`src/rtl/ro_sel_pkg.sv`:
```
// Shared definitions for the RO select decoder: FSM state encoding and
// default widths used by the top-level parameters.
package ro_sel_pkg;

   typedef enum logic [1:0] {
      IDLE   = 2'd0,
      ACTIVE = 2'd1,
      GUARD  = 2'd2
   } state_t;

   localparam int DWELL_W_DEF      = 16;
   localparam int GUARD_CYCLES_DEF = 2;

   // A request is legal only for an existing RO and a non-zero dwell.
   function automatic logic req_legal(input logic in_range, input logic dwell_nz);
      return in_range & dwell_nz;
   endfunction

endpackage

```
`src/rtl/onehot_dec.sv`:
```
// Combinational index -> one-hot decoder with an in-range flag; an index at or
// beyond DEPTH yields an all-zero vector and in_range low.
module onehot_dec #(
   parameter int DEPTH = 4,
   parameter int IDX_W = 2
) (
   input  logic [IDX_W-1:0] idx,
   output logic [DEPTH-1:0] onehot,
   output logic             in_range
);

   // Decode one bit per RO; out-of-range indices match no bit.
   always_comb begin
      onehot = '0;
      for (int i = 0; i < DEPTH; i++) begin
         if (idx == IDX_W'(i)) begin
            onehot[i] = 1'b1;
         end else begin
            onehot[i] = 1'b0;
         end
      end
      in_range = |onehot;
   end

endmodule

```
`src/rtl/ro_select_decoder.sv`:
```
// Sequential RO select decoder: accepts (index, dwell) requests, drives a
// registered one-hot enable for the dwell, then an all-off guard interval.
module ro_select_decoder
   import ro_sel_pkg::*;
#(
   parameter int DECODER_DEPTH = 4,
   parameter int log2N         = 2,
   parameter int DWELL_W       = DWELL_W_DEF,
   parameter int GUARD_CYCLES  = GUARD_CYCLES_DEF
) (
   input  logic                     clk,
   input  logic                     rst_n,
   input  logic [log2N-1:0]         IDX_IN,
   input  logic [DWELL_W-1:0]       DWELL_IN,
   input  logic                     VALID_IN,
   output logic                     READY,
   input  logic                     ABORT,
   output logic [DECODER_DEPTH-1:0] EN_OUT,
   output logic [log2N-1:0]         IDX_ACT,
   output logic                     BUSY,
   output logic                     DONE,
   output logic                     ABORTED,
   output logic                     ERR
);

   localparam int GUARD_W = (GUARD_CYCLES > 1) ? $clog2(GUARD_CYCLES + 1) : 1;
   localparam logic [GUARD_W-1:0] GUARD_LOAD = GUARD_W'(GUARD_CYCLES);

   state_t                   state_r, state_s;
   logic [DWELL_W-1:0]       cnt_r, cnt_s;
   logic [GUARD_W-1:0]       gcnt_r, gcnt_s;
   logic [DECODER_DEPTH-1:0] en_r, en_s;
   logic [log2N-1:0]         idx_r, idx_s;
   logic                     done_r, done_s;
   logic                     aborted_r, aborted_s;
   logic                     err_r, err_s;
   logic [DECODER_DEPTH-1:0] req_onehot_s;
   logic                     req_in_range_s;
   logic                     dwell_nz_s;

   onehot_dec #(
      .DEPTH (DECODER_DEPTH),
      .IDX_W (log2N)
   ) u_dec (
      .idx      (IDX_IN),
      .onehot   (req_onehot_s),
      .in_range (req_in_range_s)
   );

   assign dwell_nz_s = |DWELL_IN;

   // Next-state, counter and pulse logic; pulses default low every cycle.
   always_comb begin
      state_s   = state_r;
      cnt_s     = cnt_r;
      gcnt_s    = gcnt_r;
      en_s      = en_r;
      idx_s     = idx_r;
      done_s    = 1'b0;
      aborted_s = 1'b0;
      err_s     = 1'b0;
      case (state_r)
         IDLE: begin
            en_s = '0;
            if (VALID_IN) begin
               if (req_legal(req_in_range_s, dwell_nz_s)) begin
                  en_s    = req_onehot_s;
                  idx_s   = IDX_IN;
                  cnt_s   = DWELL_IN;
                  state_s = ACTIVE;
               end else begin
                  err_s = 1'b1;
               end
            end else begin
               state_s = IDLE;
            end
         end
         ACTIVE: begin
            // Abort wins over natural expiry; both end the dwell on this edge.
            if (ABORT || (cnt_r == DWELL_W'(1))) begin
               en_s      = '0;
               cnt_s     = '0;
               aborted_s = ABORT;
               if (GUARD_CYCLES > 0) begin
                  gcnt_s  = GUARD_LOAD;
                  state_s = GUARD;
               end else begin
                  done_s  = 1'b1;
                  state_s = IDLE;
               end
            end else begin
               cnt_s = cnt_r - DWELL_W'(1);
            end
         end
         GUARD: begin
            en_s = '0;
            if (gcnt_r <= GUARD_W'(1)) begin
               gcnt_s  = '0;
               done_s  = 1'b1;
               state_s = IDLE;
            end else begin
               gcnt_s = gcnt_r - GUARD_W'(1);
            end
         end
         default: begin
            state_s = IDLE;
            en_s    = '0;
            cnt_s   = '0;
            gcnt_s  = '0;
         end
      endcase
   end

   // State and output registers; reset clears the enables asynchronously.
   always_ff @(posedge clk or negedge rst_n) begin
      if (!rst_n) begin
         state_r   <= IDLE;
         cnt_r     <= '0;
         gcnt_r    <= '0;
         en_r      <= '0;
         idx_r     <= '0;
         done_r    <= 1'b0;
         aborted_r <= 1'b0;
         err_r     <= 1'b0;
      end else begin
         state_r   <= state_s;
         cnt_r     <= cnt_s;
         gcnt_r    <= gcnt_s;
         en_r      <= en_s;
         idx_r     <= idx_s;
         done_r    <= done_s;
         aborted_r <= aborted_s;
         err_r     <= err_s;
      end
   end

   assign EN_OUT  = en_r;
   assign IDX_ACT = idx_r;
   assign DONE    = done_r;
   assign ABORTED = aborted_r;
   assign ERR     = err_r;
   assign READY   = (state_r == IDLE);
   assign BUSY    = ~READY;

endmodule

```
`config.mk`:
```
export PLATFORM = sky130hd
export DESIGN_NAME = ro_select_decoder
export DESIGN_NICKNAME = d
export VERILOG_FILES = /design/src/rtl/ro_sel_pkg.sv /design/src/rtl/onehot_dec.sv /design/src/rtl/ro_select_decoder.sv
export SDC_FILE = /design/constraint.sdc
export NUM_CORES = 1
export LEC_CHECK = 0
export CORE_ASPECT_RATIO = 1.4
export CORE_MARGIN = 1.5
export CORE_UTILIZATION = 50
export CTS_CLUSTER_SIZE = 28
export DETAILED_ROUTE_END_ITERATION = 7
export DONT_BUFFER_PORTS = 1
export MAX_ROUTING_LAYER = met4
export PLACE_DENSITY = 0.76
export SYNTH_ARGS = -nofsm -noshare
export SYNTH_HDL_FRONTEND = slang
export SYNTH_HIERARCHICAL = 1
export SYNTH_SLANG_ARGS = --single-unit
```
`constraint.sdc`:
```
create_clock -name clk -period 3.3 [get_ports clk]
set_input_delay 0.66 -clock clk [delete_from_list [all_inputs] [get_ports clk]]
set_output_delay 0.66 -clock clk [all_outputs]
set_load 0.005 [all_outputs]
```
== Yosys cells after proc, flatten, opt, wreduce, memory -nomap -nowiden ==
Cells that the tools add are included.
W data, S select, Z words.

* Add/sub/neg operators: 2
* Order comparisons: 1
* Equality and inequality tests: 11
* Multiplexer cells: 26
* Bitwise gates (word level): 3
* Reductions and logical operators: 9

{| class="wikitable"
|+ Operator list
! operator !! count
|-
| $mux W16 || 3
|-
| $pmux W16 S3 || 1
|-
| $eq A16 B1 Y1 const B || 1
|-
| $reduce_or A16 Y1 || 1
|-
| $sub A16 B1 Y16 const B || 1
|-
| $mux W4 || 3
|-
| $pmux W2 S3 || 2
|-
| $mux W1 || 11
|-
| $mux W2 || 5
|-
| $reduce_and A3 Y1 || 3
|-
| $pmux W4 S2 || 1
|-
| $eq A2 B2 Y1 const B || 3
|-
| $ne A2 B2 Y1 const B || 3
|-
| $eq A2 B1 Y1 const B || 2
|-
| $logic_not A2 Y1 || 2
|-
| $reduce_or A4 Y1 || 1
|-
| $ne A3 B2 Y1 const B || 1
|-
| $le A2 B1 Y1 const B || 1
|-
| $ne A2 B1 Y1 const B || 1
|-
| $not A1 Y1 || 2
|-
| $reduce_and A2 Y1 || 1
|-
| $sub A2 B1 Y2 const B || 1
|-
| $and A1 B1 Y1 || 1
|-
| $logic_or A1 B1 Y1 || 1
|}

* Register bits: 29
* Input bits: 22

== Longest topological paths before layout ==
Gate-level depths: netlist of the first run.

* Word-level depth: 7
* Depth in mapped cells: 9
* Mapped depth without buffers: 7

== Cells and area by module ==
The synthesis of the first run kept the hierarchy.

{| class="wikitable"
|+ Modules (own cells, without submodules)
! module !! instances !! cells each !! area an instance (um2)
|-
| ro_select_decoder || 1 || 178 || 1,749.2
|-
| onehot_dec || 1 || 6 || 37.5
|}

== Worst setup path after synthesis of the first run ==
OpenSTA, ideal clock, no wires.

* Kind: register to register
* Start point: register cnt_r[1]
* End point: register state_r[1]
* Setup time: 0.125 ns
* Arrival: 1.899 ns
* Setup slack: 1.276 ns
* Stages on the path, launching flop included: 8
* Buffers on the path: 0
* Period minus slack after synthesis: 2.024 ns
* Cells stage by stage: dfrtp_1 -> inv_1 -> ha_1 -> or4b_1 -> nor4_4 -> nor2_2 -> nor3b_2 -> mux2_2

* Longest elaborated chain between the ends: 4

{| class="wikitable"
|+ RTL lines
! item !! RTL line !! RTL
|-
| start: declaration || ro_select_decoder.sv:30 || <nowiki>logic [DWELL_W-1:0] cnt_r, cnt_s;</nowiki>
|-
| start signal: assignment || ro_select_decoder.sv:127 || <nowiki>cnt_r <= cnt_s;</nowiki>
|-
| $eq A16 B1 Y1 || ro_select_decoder.sv:80 || <nowiki>if (ABORT || (cnt_r == DWELL_W'(1))) begin</nowiki>
|-
| $logic_or A1 B1 Y1 || ro_select_decoder.sv:80 ||
|-
| $ne A2 B2 Y1 (no line) || -- ||
|-
| $reduce_and A3 Y1 (no line) || -- ||
|-
| end signal: assignment || ro_select_decoder.sv:126 || <nowiki>state_r <= state_s;</nowiki>
|-
| end: declaration || ro_select_decoder.sv:29 || <nowiki>state_t state_r, state_s;</nowiki>
|}

Every way passes these cells.
A chain may end at the register's enable or synchronous reset.

== Worst setup path after layout of the first run ==
* Start point: register cnt_r[1]
* End point: register cnt_r[13]

* Longest elaborated chain between the ends: 4
* Elaborated cells between the ends (all ways): 5
* Classes of those cells: 1 x add/sub; 1 x eq/ne; 2 x mux; 1 x reduce/logical

{| class="wikitable"
|+ RTL lines
! item !! RTL line !! RTL
|-
| parallel branches: the longest is 2 deep, another holds $sub A16 B1 Y16 || -- ||
|-
| $mux W16 * || ro_select_decoder.sv:80 ||
|-
| $pmux W16 S3 * || ro_select_decoder.sv:62 || <nowiki>case (state_r)</nowiki>
|}

Every way passes the cells marked *.

==> summary.txt, run 1 <==
Drt
  – Vias after detailed routing: 1533
  – DRC viols: 0
  – Drt pass-1 iters: 4
  – Detail Route Antenna Nets: 0
  – DR vias/cell: 6.87
  – 1st-iter DRT viols: 94
  – Routed len/inst: 20.0 um
  – WL final: 4460 um

Floorplan
  – Die Ht: 73.7 um
  – Row cnt: 25
  – Die ar.: 3950 um^2
  – Initial Util: 0.524
  – Total core area: 3410 um^2
  – Die width: 53.5 um
  – Io pins: 33

Layout
  – Most common cell after layout, fill and taps aside: dfrtp_1
  – P&R area growth vs syn: 4.83%
  – # nets final: 210
  – # diodes: 0
  – Share of cells above drive strength 1: 0.137
  – Most frequent cells in the layout: 29 x dfrtp_1, 12 x inv_1, 11 x nor2_1, 11 x o21ai_0, 10 x nand2_1
  – Fillers: 315
  – Core Util, Final: 0.549

Worst setup path
  – Critical path class: flip-flop to flip-flop
  – Setup crit end kind: flip-flop
  – Startpoint Class: flip-flop
  – CP Max Fanout: 16
  – Critical path arrival: 2.52 ns
  – Crit path required time: 3.45 ns

Yosys
  – Ys async rst share: 1.00
  – Ys flop type: dfrtp_1
  – Number of synthesized flops with an enable pin: 0
  – Syn_nets: 211
  – Synthesized area: 1790 um^2
  – Mean area per synthesized cell: 9.71 um^2
  – Syn. warnings: 6
  – Synthesized instance count: 184
  – Synth Register Bits: 29
  – Register area share after synthesis: 0.406
  – Synth cell types: 53

CTS
  – Clk_lat worst skew: 0.29 ns
  – CTS tree: yes
  – CTS-repair resized insts: 0
  – Clock tree buffer depth: 2
  – Clock sink total: 29
  – Clock Root Buffer: clkbuf_8
  – TritonCTS Buffers: 5
  – Hold_buf cts: 0
  – Clk slew on worst S/H paths: 0.06 ns
  – Max H-tree Level: 2
  – Post-CTS Setup Bufs: 0

Job
  – Max_cap viols: 0

Global routing
  – Grt total ovfl: 0
  – Initial antenna violation count: 0
  – Number of global-route vias before repair: 1587
  – Tot GR Track Use: 0.273
  – Largest net degree at the start of global routing: 30
  – First-pass GRT wire length: 7420 um

STA
  – Post-route minimum period: 2.37 ns
  – Slew Limit Fails: 0
  – Setup TNS: 0 ns
  – Final setup vio count: 0
  – Clock skew: 0.00620 ns
  – Worst slew pin tran: 0.876 ns
  – Period utilization: 0.717
  – RSZ-0062 raised after global routing: false
  – Relative slew slack: 0.416
  – Hold Violations, Final: 0
  – FMAX: 423 MHz

Place
  – Input/output buffers: 0
  – GPL Wtd Cong: 0.853
  – HPWL Detailed: 3230 um

Power
  – Peak VDD IR: 0.000560 V
  – Part of the power in registers: 0.363
  – Sw Ratio: 0.442
  – Static Leak: 0.000765 uW
  – Clk pwr share: 0.170
  – Internal Pwr Total: 966 uW
  – Comb pwr share: 0.467
  – Switch Pwr: 766 uW
  – Power Dens Cells: 924 nW/um^2

Hold path
  – Worst min-delay path class: input port to asynchronous set/reset pin

Outcome
  – Outcome: finished, final reports clean
per-layer routing:
layer | track usage | wire (um)
met1 | 0.292 | 1700
met2 | 0.449 | 2310
met3 | 0.0833 | 331
met4 | 0.134 | 107
met5 | - | 0
final cells by class:
cell class / instances / area (um^2) / share of cell area
Sequential cell: 29 / 726 / 0.387
Inverter: 12 / 45.0 / 0.0240
Timing Repair Buffer: 1 / 7.51 / 0.00401
Clock buffer: 7 / 86.3 / 0.0461
Multi-Input combinational cell: 134 / 958 / 0.512
Tap cell: 40 / 50.0 / 0.0267
critical path: stages (launching register included):
cell	delay (ns)
dfrtp_1	0.41
inv_1	0.10
ha_1	0.14
or4b_1	0.50
nor4_4	0.22
or2_1	0.49
o21ai_0	0.18
o2bb2ai_1	0.18
synthesized netlist by cell type, drive strengths merged (3+ instances only):
master	number	area (um^2)
nor3	6	30.0
inv	12	45.0
nand2	10	37.5
ha	5	62.6
a22o	4	40.0
a21oi	9	45.0
dfrtp	29	726
o21ai	11	55.1
buf	4	37.5
a22oi	4	30.0
nand2b	3	18.8
a32oi	6	52.6
and2	4	26.3
clkbuf	5	20.0
nor4	9	77.6
o2bb2ai	9	78.8
nor2	12	47.6
o22ai	3	18.8
mux2	3	33.8
nand4	3	18.8
power groups by stage:
stage | clock, uW | combinational, uW | sequential, uW
final | 295 | 808 | 628
after global routing | 322 | 893 | 646
after CTS | 300 | 797 | 625
after detailed placement | 0 | 793 | 631
after global placement | 0 | 766 | 620
after floorplan | 0 | 666 | 589
path summary, 6_finish.rpt:
kind | startpoint | depth (start not counted) | slack [ns] | to
min in group clk | gcnt_r[1] | 1 | 0.47 | DONE
max | cnt_r[1] | 7 | 0.93 | cnt_r[13]
min reg2reg | gcnt_r[1] | 1 | 0.47 | DONE
min | rst_n | 0 | 0.06 | cnt_r[4]
max in group asynchronous | rst_n | 0 | 3.15 | cnt_r[10]
max reg2reg | cnt_r[1] | 7 | 0.93 | cnt_r[13]
registers in the layout (all words and copies together) (netlist names):
signal   cells
cnt_r       16
EN_OUT       4
IDX_ACT      2
gcnt_r       2
state_r      2
ABORTED      1
DONE         1
ERR          1
through the flow:
stage / instance area, um^2 / hold slack, ns / power, uW / instances / setup slack (ns)
floorplan: 1790 / 0.364 / 1250 / 184 / 1.28
global placement: 1790 / 0.365 / 1390 / 216 / 0.981
detailed placement: 1790 / 0.365 / 1420 / 216 / 0.938
CTS: 1870 / 0.0585 / 1720 / 223 / 0.964
global route: 1870 / 0.0501 / 1860 / 223 / 0.771
finish: 1870 / 0.0591 / 1730 / 223 / 0.933
kinds of logic after synthesis:
kind of cell    share of synthesized area
compound gates                      0.261
xor+xnor                          0.00490
fa+ha+maj                          0.0350
buf+inv                            0.0574
flops                               0.406
mux                                0.0189
other cells                       0.00210
simple gates                        0.214
No activity file was read; power rests on OpenSTA's default activity.
==> inputs of run 2 (changes only) <==
- clock period: 3.3 -> 2.3 ns (I/O delays scaled with it)
==> run 2 against run 1 <==
Net effect:
- total power grew 52%
- sequential power grew 45%
- first-iteration DRC count shrank 35%
- critical endpoint is now cnt_r[1]
- largest cell class unchanged
- highest routed layer unchanged
==> summary.txt, run 2 (synthesis results as in run 1) <==
Power
  – Power Dens Cells: 1310 nW/um^2
  – Static Leak: 0.000840 uW
  – Peak VDD IR: 0.000844 V

Worst setup path
  – Reg2reg path depth: 8
  – RR Endpoint: cnt_r[1]
  – Crit-path cells: inv_2 > ha_1 > or4b_4 > nor4_4 > or2_1 > buf_4 > o211ai_1 > a21boi_0
  – Startpoint Class: flip-flop
  – Reg2reg start: cnt_r[1]
  – Crit path largest cell delay: 0.48 ns
  – CP Max Fanout: 9
  – Setup crit end kind: flip-flop
  – Reg-to-reg setup timing slack: 0.06 ns
  – Critical-path top delay cell: or4b_4
  – Crit path required time: 2.44 ns
  – CP delay by family, top: simple AND/OR/NAND/NOR gates
  – Critical path class: flip-flop to flip-flop
  – Bufs and invs on worst path: 2
  – Critical path arrival: 2.38 ns
  – Crit path launch: cnt_r[1]

Global routing
  – Grt total ovfl: 0
  – Global routing usage on met3: 0.0813
  – Tot GR Track Use: 0.280
  – Largest net degree at the start of global routing: 30
  – Met2 Track Usage GR: 0.443
  – First-pass GRT wire length: 7660 um
  – Number of global-route vias before repair: 1626
  – GR peak layer: met2
  – Met1 Usage GRT: 0.316
  – Initial antenna violation count: 0

Layout
  – Design area: 2010 um^2
  – Most common cell after layout, fill and taps aside: dfrtp_1
  – # nets final: 223
  – Top reg by flops: cnt_r
  – Share of cells above drive strength 1: 0.218
  – Core Util, Final: 0.590
  – Largest register FFs: 16
  – P&R area growth vs syn: 12.5%
  – Most frequent cells in the layout: 29 x dfrtp_1, 11 x inv_1, 11 x o21ai_0, 11 x buf_4
  – # diodes: 0
  – Non-Filler Instances: 237

Floorplan
  – Die Ht: 73.7 um
  – Io pins: 33
  – Die width: 53.5 um
  – Total core area: 3410 um^2
  – Row cnt: 25
  – Initial Util: 0.524
  – Die ar.: 3950 um^2

CTS
  – Clk_lat worst skew: 0.28 ns
  – TritonCTS Buffers: 5
  – Clk slew on worst S/H paths: 0.07 ns
  – Clock sink total: 29
  – Clock tree buffer depth: 2
  – Clock Root Buffer: clkbuf_8
  – CTS tree: yes
  – Max H-tree Level: 2

STA
  – RSZ-0062 raised after global routing: true
  – Clock skew: 0.00622 ns
  – Worst slew pin tran: 0.512 ns
  – Period utilization: 0.973
  – Hold Violations, Final: 0
  – Post-route minimum period: 2.24 ns
  – FMAX: 447 MHz
  – Final setup vio count: 0
  – Relative slew slack: 0.656
  – Slew Limit Fails: 0

Hold path
  – Hold Path End: ABORTED
  – Hold path startpoint: ABORT
  – Worst min-delay path class: input port to flip-flop
  – Hold Path Depth: 1

Drt
  – Routed len/inst: 20.3 um
  – WL final: 4820 um
  – DR vias/cell: 6.82
  – Vias after detailed routing: 1617
  – DRC viols: 0
  – Detail Route Antenna Nets: 0
  – Drt pass-1 iters: 4
  – 1st-iter DRT viols: 61

Job
  – Max_cap viols: 0

Outcome
  – Outcome: finished, final reports clean

Place
  – HPWL Detailed: 3500 um
  – Cells after DPL: 223
  – Input/output buffers: 0
  – Placed Area: 1840 um^2
  – GPL Wtd Cong: 0.909
run 2: what timing repair did:
item / in CTS / in global routing
setup endpoints to repair: 0 / 9
buffers inserted: 0 / 4
hold buffers: 2 / 0
endpoints found under the hold margin: 29 / 0
gates resized for setup: 0 / 8
run 2: metrics by stage:
stage          setup WS (ns)  power [uW]  setup TNS (ns)  hold WS [ns]
4_1_cts               0.0407        2550               0         0.306
6_report              0.0624        2640               0         0.310
3_3_place_gp           0.199        2070               0         0.165
5_1_grt              -0.0385        2810          -0.108         0.315
2_1_floorplan          0.276        1800               0         0.164
3_5_place_dp          0.0656        2130               0         0.165
run 2: power breakdown:
group          switching [uW]  internal [uW]
registers                 209            699
clock network             200            209
logic                     775            545
total                    1180           1450
run 2: area by class of cell:
cell class,instances,area [um^2]
fill,294,1400
multi-input combinational,134,983
sequential,29,726
timing repair buffer,14,124
clock buffer,6,72.6
tap,40,50.0
inverter,12,45.0
clock inverter,2,10.0
run 2: worst max-delay path by stage:
stage | to | slack, ns | cells after the start
final | cnt_r[1] | 0.06 | 8
after global routing | cnt_r[1] | -0.04 | 8
after CTS | cnt_r[7] | 0.04 | 8
after detailed placement | cnt_r[7] | 0.07 | 5
after global placement | state_r[1] | 0.20 | 7
after floorplan | state_r[1] | 0.28 | 7
run 2: metal layers:
metal,vias up,wire (um)
met1,805,1800
met3,13,368
met2,73,2520
met4,0,127
met5,-,0
li1,726,-
==> inputs of run 3 (changes only) <==
- CAP_MARGIN: default -> 20
==> results of run 3 <==
Final layout, timing and power as in run 2 (identical DEF).
